--- src/rtl/dac_spi_out_if.sv ---
// Coordinate input and dual-DAC SPI output bundle for dac_spi_out.
// master = coordinate source / DAC side, slave = dac_spi_out.
interface dac_spi_out_if #(
  parameter int IN_WIDTH = 8
);
  logic                en;
  logic [IN_WIDTH-1:0] x_in;
  logic [IN_WIDTH-1:0] y_in;
  logic                sclk;
  logic                sync_n;
  logic                sdata_x;
  logic                sdata_y;
  logic                busy;
  logic                frame_done;

  modport master (
    output en, x_in, y_in,
    input  sclk, sync_n, sdata_x, sdata_y,
    input  busy, frame_done
  );

  modport slave (
    input  en, x_in, y_in,
    output sclk, sync_n, sdata_x, sdata_y,
    output busy, frame_done
  );
endinterface

--- src/rtl/dac_spi_out.sv ---
// Serialises X/Y beam coordinates onto a pair of 16-bit-frame SPI DACs
// sharing SCLK/SYNC; frames free-run while en is high.
module dac_spi_out #(
  parameter int IN_WIDTH   = 8,
  parameter int DAC_WIDTH  = 12,
  parameter int CLK_DIV    = 4,
  parameter int GAP_CYCLES = 2
) (
  input  logic           clk,
  input  logic           rst,
  dac_spi_out_if.slave   bus
);

  localparam int DIVW = $clog2(2*CLK_DIV);
  localparam int GAPW = $clog2(GAP_CYCLES+1);

  localparam logic [DIVW-1:0] DIV_LAST = DIVW'(2*CLK_DIV-1);
  localparam logic [DIVW-1:0] DIV_HALF = DIVW'(CLK_DIV);
  localparam logic [GAPW-1:0] GAP_LAST = GAPW'(GAP_CYCLES-1);

  typedef enum logic [1:0] {
    IDLE,
    SHIFT,
    GAP
  } state_e;

  // Upper nibble is don't-care + power-down=normal, input left-aligned.
  function automatic logic [15:0] to_word(
    input logic [IN_WIDTH-1:0] v
  );
    return 16'(v) << (DAC_WIDTH-IN_WIDTH);
  endfunction

  state_e          state_q, state_d;
  logic [15:0]     sh_x_q, sh_x_d;
  logic [15:0]     sh_y_q, sh_y_d;
  logic [3:0]      bit_cnt_q, bit_cnt_d;
  logic [DIVW-1:0] div_cnt_q, div_cnt_d;
  logic [GAPW-1:0] gap_cnt_q, gap_cnt_d;
  logic            sclk_q, sclk_d;
  logic            sync_n_q, sync_n_d;
  logic            sdata_x_q, sdata_x_d;
  logic            sdata_y_q, sdata_y_d;
  logic            busy_q, busy_d;
  logic            done_q, done_d;
  logic            in_shift;

  always_comb begin
    state_d   = state_q;
    sh_x_d    = sh_x_q;
    sh_y_d    = sh_y_q;
    bit_cnt_d = bit_cnt_q;
    div_cnt_d = div_cnt_q;
    gap_cnt_d = gap_cnt_q;
    unique case (state_q)
      IDLE: begin
        if (bus.en) begin
          state_d   = SHIFT;
          sh_x_d    = to_word(bus.x_in);
          sh_y_d    = to_word(bus.y_in);
          bit_cnt_d = 4'd15;
          div_cnt_d = '0;
        end
      end
      SHIFT: begin
        if (div_cnt_q == DIV_LAST) begin
          div_cnt_d = '0;
          if (bit_cnt_q == 4'd0) begin
            state_d   = GAP;
            gap_cnt_d = '0;
          end else begin
            sh_x_d    = {sh_x_q[14:0], 1'b0};
            sh_y_d    = {sh_y_q[14:0], 1'b0};
            bit_cnt_d = bit_cnt_q - 4'd1;
          end
        end else begin
          div_cnt_d = div_cnt_q + 1'b1;
        end
      end
      GAP: begin
        if (gap_cnt_q == GAP_LAST) begin
          state_d = IDLE;
        end else begin
          gap_cnt_d = gap_cnt_q + 1'b1;
        end
      end
      default: state_d = IDLE;
    endcase

    // Outputs are registered from next-state values so they line up
    // with the state they describe.
    in_shift  = (state_d == SHIFT);
    sclk_d    = !in_shift || (div_cnt_d < DIV_HALF);
    sync_n_d  = !in_shift;
    sdata_x_d = in_shift && sh_x_d[15];
    sdata_y_d = in_shift && sh_y_d[15];
    busy_d    = (state_d != IDLE);
    done_d    = (state_q == GAP) && (state_d == IDLE);
  end

  always_ff @(posedge clk or negedge rst) begin
    if (!rst) begin
      state_q   <= IDLE;
      sh_x_q    <= '0;
      sh_y_q    <= '0;
      bit_cnt_q <= '0;
      div_cnt_q <= '0;
      gap_cnt_q <= '0;
      sclk_q    <= 1'b1;
      sync_n_q  <= 1'b1;
      sdata_x_q <= 1'b0;
      sdata_y_q <= 1'b0;
      busy_q    <= 1'b0;
      done_q    <= 1'b0;
    end else begin
      state_q   <= state_d;
      sh_x_q    <= sh_x_d;
      sh_y_q    <= sh_y_d;
      bit_cnt_q <= bit_cnt_d;
      div_cnt_q <= div_cnt_d;
      gap_cnt_q <= gap_cnt_d;
      sclk_q    <= sclk_d;
      sync_n_q  <= sync_n_d;
      sdata_x_q <= sdata_x_d;
      sdata_y_q <= sdata_y_d;
      busy_q    <= busy_d;
      done_q    <= done_d;
    end
  end

  assign bus.sclk       = sclk_q;
  assign bus.sync_n     = sync_n_q;
  assign bus.sdata_x    = sdata_x_q;
  assign bus.sdata_y    = sdata_y_q;
  assign bus.busy       = busy_q;
  assign bus.frame_done = done_q;

endmodule
--- src/flat_wrapper.sv ---
// flat-port wrapper written by rule: the top's interface ports become plain ports
module dac_spi_out_flat 
#(
  parameter int IN_WIDTH   = 8,
  parameter int DAC_WIDTH  = 12,
  parameter int CLK_DIV    = 4,
  parameter int GAP_CYCLES = 2
)
  (clk, rst, bus_en, bus_x_in, bus_y_in, bus_sclk, bus_sync_n, bus_sdata_x, bus_sdata_y, bus_busy, bus_frame_done);
  dac_spi_out_if #(.IN_WIDTH(IN_WIDTH)) bus_i ();
  input  logic clk;
  input  logic rst;
  input wire logic [$bits(bus_i.en)-1:0] bus_en;
  input wire logic [$bits(bus_i.x_in)-1:0] bus_x_in;
  input wire logic [$bits(bus_i.y_in)-1:0] bus_y_in;
  output wire logic [$bits(bus_i.sclk)-1:0] bus_sclk;
  output wire logic [$bits(bus_i.sync_n)-1:0] bus_sync_n;
  output wire logic [$bits(bus_i.sdata_x)-1:0] bus_sdata_x;
  output wire logic [$bits(bus_i.sdata_y)-1:0] bus_sdata_y;
  output wire logic [$bits(bus_i.busy)-1:0] bus_busy;
  output wire logic [$bits(bus_i.frame_done)-1:0] bus_frame_done;
  assign bus_i.en = bus_en;
  assign bus_i.x_in = bus_x_in;
  assign bus_i.y_in = bus_y_in;
  assign bus_sclk = bus_i.sclk;
  assign bus_sync_n = bus_i.sync_n;
  assign bus_sdata_x = bus_i.sdata_x;
  assign bus_sdata_y = bus_i.sdata_y;
  assign bus_busy = bus_i.busy;
  assign bus_frame_done = bus_i.frame_done;
  dac_spi_out #(.IN_WIDTH(IN_WIDTH), .DAC_WIDTH(DAC_WIDTH), .CLK_DIV(CLK_DIV), .GAP_CYCLES(GAP_CYCLES)) u_core (.clk(clk), .rst(rst), .bus(bus_i));
endmodule
--- config.mk ---
export PLATFORM = sky130hd
export DESIGN_NAME = dac_spi_out_flat
export DESIGN_NICKNAME = d
export VERILOG_FILES = /design/src/rtl/dac_spi_out_if.sv /design/src/rtl/dac_spi_out.sv /design/src/flat_wrapper.sv
export SDC_FILE = /design/constraint.sdc
export NUM_CORES = 1
export LEC_CHECK = 0
export CORE_AREA = 5 5 59 74
export CTS_CLUSTER_SIZE = 40
export DETAILED_ROUTE_END_ITERATION = 6
export DIE_AREA = 0 0 64 79
export MAX_ROUTING_LAYER = met4
export PLACE_DENSITY = 0.82
export SLEW_MARGIN = 10
export SYNTH_ARGS = -nofsm -noshare
export SYNTH_HDL_FRONTEND = slang
export SYNTH_SLANG_ARGS = --single-unit
--- constraint.sdc ---
create_clock -name clk -period 3.5 [get_ports clk]
set_input_delay 0.7 -clock clk [delete_from_list [all_inputs] [get_ports clk]]
set_output_delay 0.7 -clock clk [all_outputs]
set_load 0.02 [all_outputs]
==> out/metrics.csv, run 1 <==
metric,value,unit
synth_area_leaders,"dfrtp_1, and2_1, a221o_2, a221o_1, o21ai_0",
rr_worst_depth,6,
critical_path.cell_chain,ha_1 > ha_1 > nand2_1 > nor3_2 > buf_4 > a221o_1,
firstDrtPassIters,4,
rows,25,
die_y,79,um
dp_hpwl,2.60,mm
post_cts_buffers,0,
timing.setup.tns,0,ps
synth_edf_count,0,
grt_overflow,0,
startpoint_type,flop,
synth.distinct_cells,35,
min_path_cells,2,
ios,25,
cellLeakagePower,1.07,nW
crit_path_top_delay_cell,nor3_2,
clk_latency,290,ps
wl_per_cell,16.1,um
status,"complete, no violations",
cts.sinks,44,
cts_max_path_buffers,2,
place.gp.congestion,0.771,
synth_top_area_share,53.1,%
initial_core_util,54.1,%
final_common_cell,dfrtp_1,
io_buffers,24,
fin_crit_sh,64.0,%
criticalPathCategory,reg2reg,
r2r-end,u_core.sh_y_q[7],
clk_pin_slew_worst_paths,80,ps
synth.net_count,197,
viasPerCell,5.98,
synth_area,0.00198,mm^2
drv_slew,0,
rsz0062_at_grt,no,
drv_cap,0,
final_cells,237,
worstHoldStart,u_core.sh_y_q[2],
syn_avg_cell_area,11.4,um^2
die_w,64,um
vdd_drop_max,555,uV
yosys_warnings,0,
root_buffer,clkbuf_8,
fin_skew,8.39,ps
layout_common_cells,"dfrtp_1, clkdlybuf4s50_1, and2_1",
worst_path_largest_cell_delay,640,ps
final_nets,219,
powerDensity,761,mW/mm^2
fp.coreArea,0.00366,mm^2
ys_ff_latch,44,
fin_crit,2240,ps
final_hold_viol_count,0,
worstPathArrival,2470,ps
die_area,0.00506,mm^2
relSlewSlack,37.4,%
hold_buffers,0,
whs_endpoint,u_core.sh_y_q[3],
timing.rr.start,u_core.div_cnt_q[0],
drtIter0Drc,60,
antenna_found_initial,0,
grt.total_usage,16.9,%
seq_area_frac_synth,55.7,%
grt_max_degree,45,
cts_tree,yes,
grt_pass1_vias,1422,
dp_slack,1270,ps
end_kind,flop,
cts_resized,0,
postSynthCellCount,174,
cp-startpoint,u_core.div_cnt_q[0],
dp_cells,229,
area_growth,20.1,%
placedInstanceArea,0.00222,mm^2
diodes,0,
setup_viol,0,
stdcell_area,0.00238,mm^2
min_path_type,reg2reg,
max_freq,447,MHz
drc,0,
worstPathRequired,3730,ps
grt_pass1_wl,6.64,mm
cpMostUsedCell,ha_1,
cts_buffers,5,
ff2ff_setup_slack,1260,ps
h-tree-depth,2,
crit_path_max_fanout,14,
yosys.area.top_type,dfrtp_1,
synthArstFlopShare,100,%
vias,1418,
drive_above_1_share,13.7,%
synthFlopType,dfrtp_1,
setup_slack,1260,ps
antenna_left,0,
worstMarginPinSlew,938,ps
wirelength,3.81,mm
worst max-delay path, delay by kind of cell (launching register included):
kind                       cells  cell delay, ps
AOI/OAI and AO/OA              1             180
adders and majority gates      2             470
buffers and inverters          1             330
DFF                            1             380
and+or+nand+nor                2             810
through the flow:
stage	hold slack [ps]	util (%)	power [mW]
5_1_grt	519	65.0	1.92
6_report	496	65.0	1.81
2_1_floorplan	404	-	1.14
3_3_place_gp	469	60.6	1.26
4_1_cts	499	65.0	1.83
3_5_place_dp	470	60.6	1.29
state kept, by name (all words and copies together), names as in the netlist, 2 cells and up:
| register | cells |
|---|---|
| u_core.state_q | 2 |
| u_core.sh_y_q | 15 |
| u_core.gap_cnt_q | 2 |
| u_core.sh_x_q | 12 |
| u_core.div_cnt_q | 3 |
| u_core.bit_cnt_q | 4 |
synth_stat cells, types with 2 or more instances:
| library cell | number |
|---|---|
| a21oi_1 | 4 |
| o21ai_0 | 15 |
| a22o_1 | 2 |
| dfstp_2 | 2 |
| buf_6 | 2 |
| a221o_1 | 8 |
| or3b_1 | 2 |
| nor3_1 | 3 |
| and2_1 | 17 |
| a221o_2 | 8 |
| inv_1 | 6 |
| o21bai_1 | 2 |
| a311oi_1 | 2 |
| clkbuf_1 | 5 |
| dfrtp_1 | 42 |
| nand2_1 | 12 |
| o311ai_0 | 2 |
| nand3_1 | 14 |
| nor3b_2 | 2 |
| ha_1 | 4 |
| buf_2 | 4 |
| nand2b_1 | 3 |
cells by family (layout without fill, tap and decap cells):
kind of cell    after synthesis  in the layout  share of synthesized area, %
simple gates                 61             61                          18.1
flops                        44             44                          55.7
compound gates               46             46                          18.4
buf+inv                      17             40                          4.23
mux                           2              2                          1.07
fa+ha+maj                     4              4                          2.53
power by group:
part           total (mW)  switching (mW)  internal (mW)
Sequential          0.782           0.105          0.677
Clock               0.526           0.170          0.357
Combinational       0.502           0.255          0.247
final cells by class:
cell class | instances | area (um^2)
Fill cell | 291 | 1280
Sequential cell | 44 | 1100
Multi-Input combinational cell | 113 | 793
Timing Repair Buffer | 26 | 250
Clock inverter | 3 | 90.1
Clock buffer | 5 | 68.8
Tap cell | 40 | 50.0
Inverter | 6 | 22.5
layer usage:
layer | track usage [%] | wire, um
met1 | 21.7 | 1660
met2 | 26.9 | 1950
met3 | 4.38 | 163
met4 | 4.37 | 40
met5 | - | 0
worst max-delay path by stage:
stage / slack [ps] / cells past startpoint / end
floorplan: 1740 / 4 / u_core.sh_x_q[4]
global placement: 1300 / 5 / u_core.sh_y_q[9]
detailed placement: 1270 / 5 / u_core.sh_y_q[9]
CTS: 1260 / 6 / u_core.sh_y_q[7]
global route: 1040 / 6 / u_core.sh_y_q[2]
finish: 1260 / 6 / u_core.sh_y_q[7]
No activity file was read; power rests on OpenSTA's default activity.
==> run 2, diff against run 1 <==
- CORE_AREA: 5 5 59 74 -> 5 5 63 80
- DIE_AREA: 0 0 64 79 -> 0 0 68 85
- PLACE_DENSITY: 0.82 -> 0.75
- clock period: 3.5 -> 1.93 ns (I/O delays scaled with it)
==> out/metrics.csv, run 2 (synthesis gave the netlist of run 1 again) <==
metric,value,unit
h-tree-depth,2,
vias,1415,
relSlewSlack,68.4,%
critPathBufInv,1,
critPathTopFamily,buffers and inverters,
fin_hold_ws,59.1,ps
switching_share,30.3,%
cts_tree,yes,
startpoint_type,flop,
grt_pass1_vias,1527,
criticalPathCategory,reg2out,
ff2ff_setup_slack,170,ps
clk_pin_slew_worst_paths,80,ps
root_buffer,clkbuf_8,
wirelength,3.83,mm
antenna_found_initial,0,
fin_skew,5.12,ps
fp.coreArea,0.00422,mm^2
area_growth,24.9,%
combPwrFrac,31.8,%
placedInstanceArea,0.00233,mm^2
final_cells,264,
drv_slew,0,
largest_reg_flops,15,
worstPathArrival,1410,ps
grt.total_usage,15.7,%
top_regs,"u_core.sh_y_q: 15 flops, u_core.sh_x_q: 12 flops, u_core.bit_cnt_q: 4 flops",
status,"complete, no violations",
rows,27,
crit_path_max_fanout,1,
worstPathRequired,1540,ps
cts_buffers,5,
fin_crit_sh,92.8,%
stdcell_area,0.00247,mm^2
max_freq,558,MHz
wl_per_cell,14.5,um
rsz0062_at_grt,no,
powerDensity,1280,mW/mm^2
diodes,0,
die_area,0.00578,mm^2
die_w,68,um
firstDrtPassIters,4,
busiest_layer,met2,
dp_slack,10.2,ps
fin_crit,1790,ps
multiInputGateArea,793,um^2
crit_path_top_delay_cell,clkdlybuf4s50_1,
drc,0,
die_y,85,um
timing.setup.tns,0,ps
total_power,3.17,mW
met1_usage,18.6,%
final_nets,228,
r2r-end,u_core.bit_cnt_q[1],
final_common_cell,dfrtp_1,
internal_power,2.21,mW
viasPerCell,5.36,
setup_viol,0,
critical_path.cell_chain,clkdlybuf4s50_1,
setup_slack,138,ps
end_kind,output pin,
grt_pass1_wl,6.80,mm
vdd_drop_max,550,uV
layout_common_cells,"dfrtp_1, clkdlybuf4s50_1, and2_1",
final_hold_viol_count,0,
worst_path_largest_cell_delay,600,ps
seq_area,0.00110,mm^2
rr_worst_depth,6,
grt_overflow,0,
timing.rr.start,u_core.bit_cnt_q[0],
grt_use_met3,3.58,%
cts_max_path_buffers,2,
cts.sinks,44,
p_sw,0.960,mW
worstMarginPinSlew,468,ps
grt_max_degree,45,
initial_core_util,46.9,%
io_buffers,24,
cellLeakagePower,1.11,nW
dp_hpwl,2.77,mm
fin_util,58.6,%
clk_latency,290,ps
ios,25,
dp_cells,255,
drtIter0Drc,95,
regMostFlops,u_core.sh_y_q,
clkPwrFrac,23.6,%
p_seq_share,44.6,%
place.gp.congestion,0.857,
fillerInstances,360,
min_path_type,in2async,
antenna_left,0,
globalRouteMet2Util,26.1,%
drive_above_1_share,17.5,%
drv_cap,0,
[run 2: changes by cell type in the layout (fill, tap and decap cells not counted), sizes merged]
cell | previous run | this run
buf | 3 | 12
bufinv | 3 | 1
clkbuf | 5 | 7
[run 2: final cells by class]
cell class | instances | area share, %
sequential | 44 | 44.6
multi-input combinational | 113 | 32.1
timing repair buffer | 35 | 14.4
clock buffer | 7 | 3.89
tap | 58 | 2.93
clock inverter | 1 | 1.21
inverter | 6 | 0.910
[run 2: metal layers]
layer  share of wire (%)  vias up
met4                0.97        0
met5                   0        -
met3                 3.4        4
li1                    -      695
met2                  54       29
met1                  42      687
[run 2: power by group through the flow]
stage,clock network [mW],logic (mW),registers (mW)
floorplan,0,0.650,1.41
global placement,0,0.934,1.42
global route,0.804,1.13,1.46
detailed placement,0,0.990,1.43
finish,0.748,1.01,1.42
CTS,0.766,1.03,1.42
[run 2: how the worst max path moves through the flow]
stage / from / endpoint / slack (ps) / depth (start not counted)
after CTS: u_core.bus.sync_n / bus_sync_n / 120 / 1
after floorplan: u_core.div_cnt_q[0] / u_core.sh_y_q[11] / 190 / 7
after detailed placement: bus_en / u_core.sh_x_q[7] / 10 / 4
final: u_core.bus.sync_n / bus_sync_n / 140 / 1
after global routing: u_core.bit_cnt_q[0] / u_core.bit_cnt_q[1] / 10 / 6
after global placement: bus_en / u_core.sh_y_q[9] / 60 / 4
[run 2: repair_timing]
item | CTS | global route
setup endpoints to repair | 2 | 1
pin swaps | 1 | 0
buffers inserted | 1 | 0
hold buffers | 0 | 0
gates resized for setup | 0 | 1
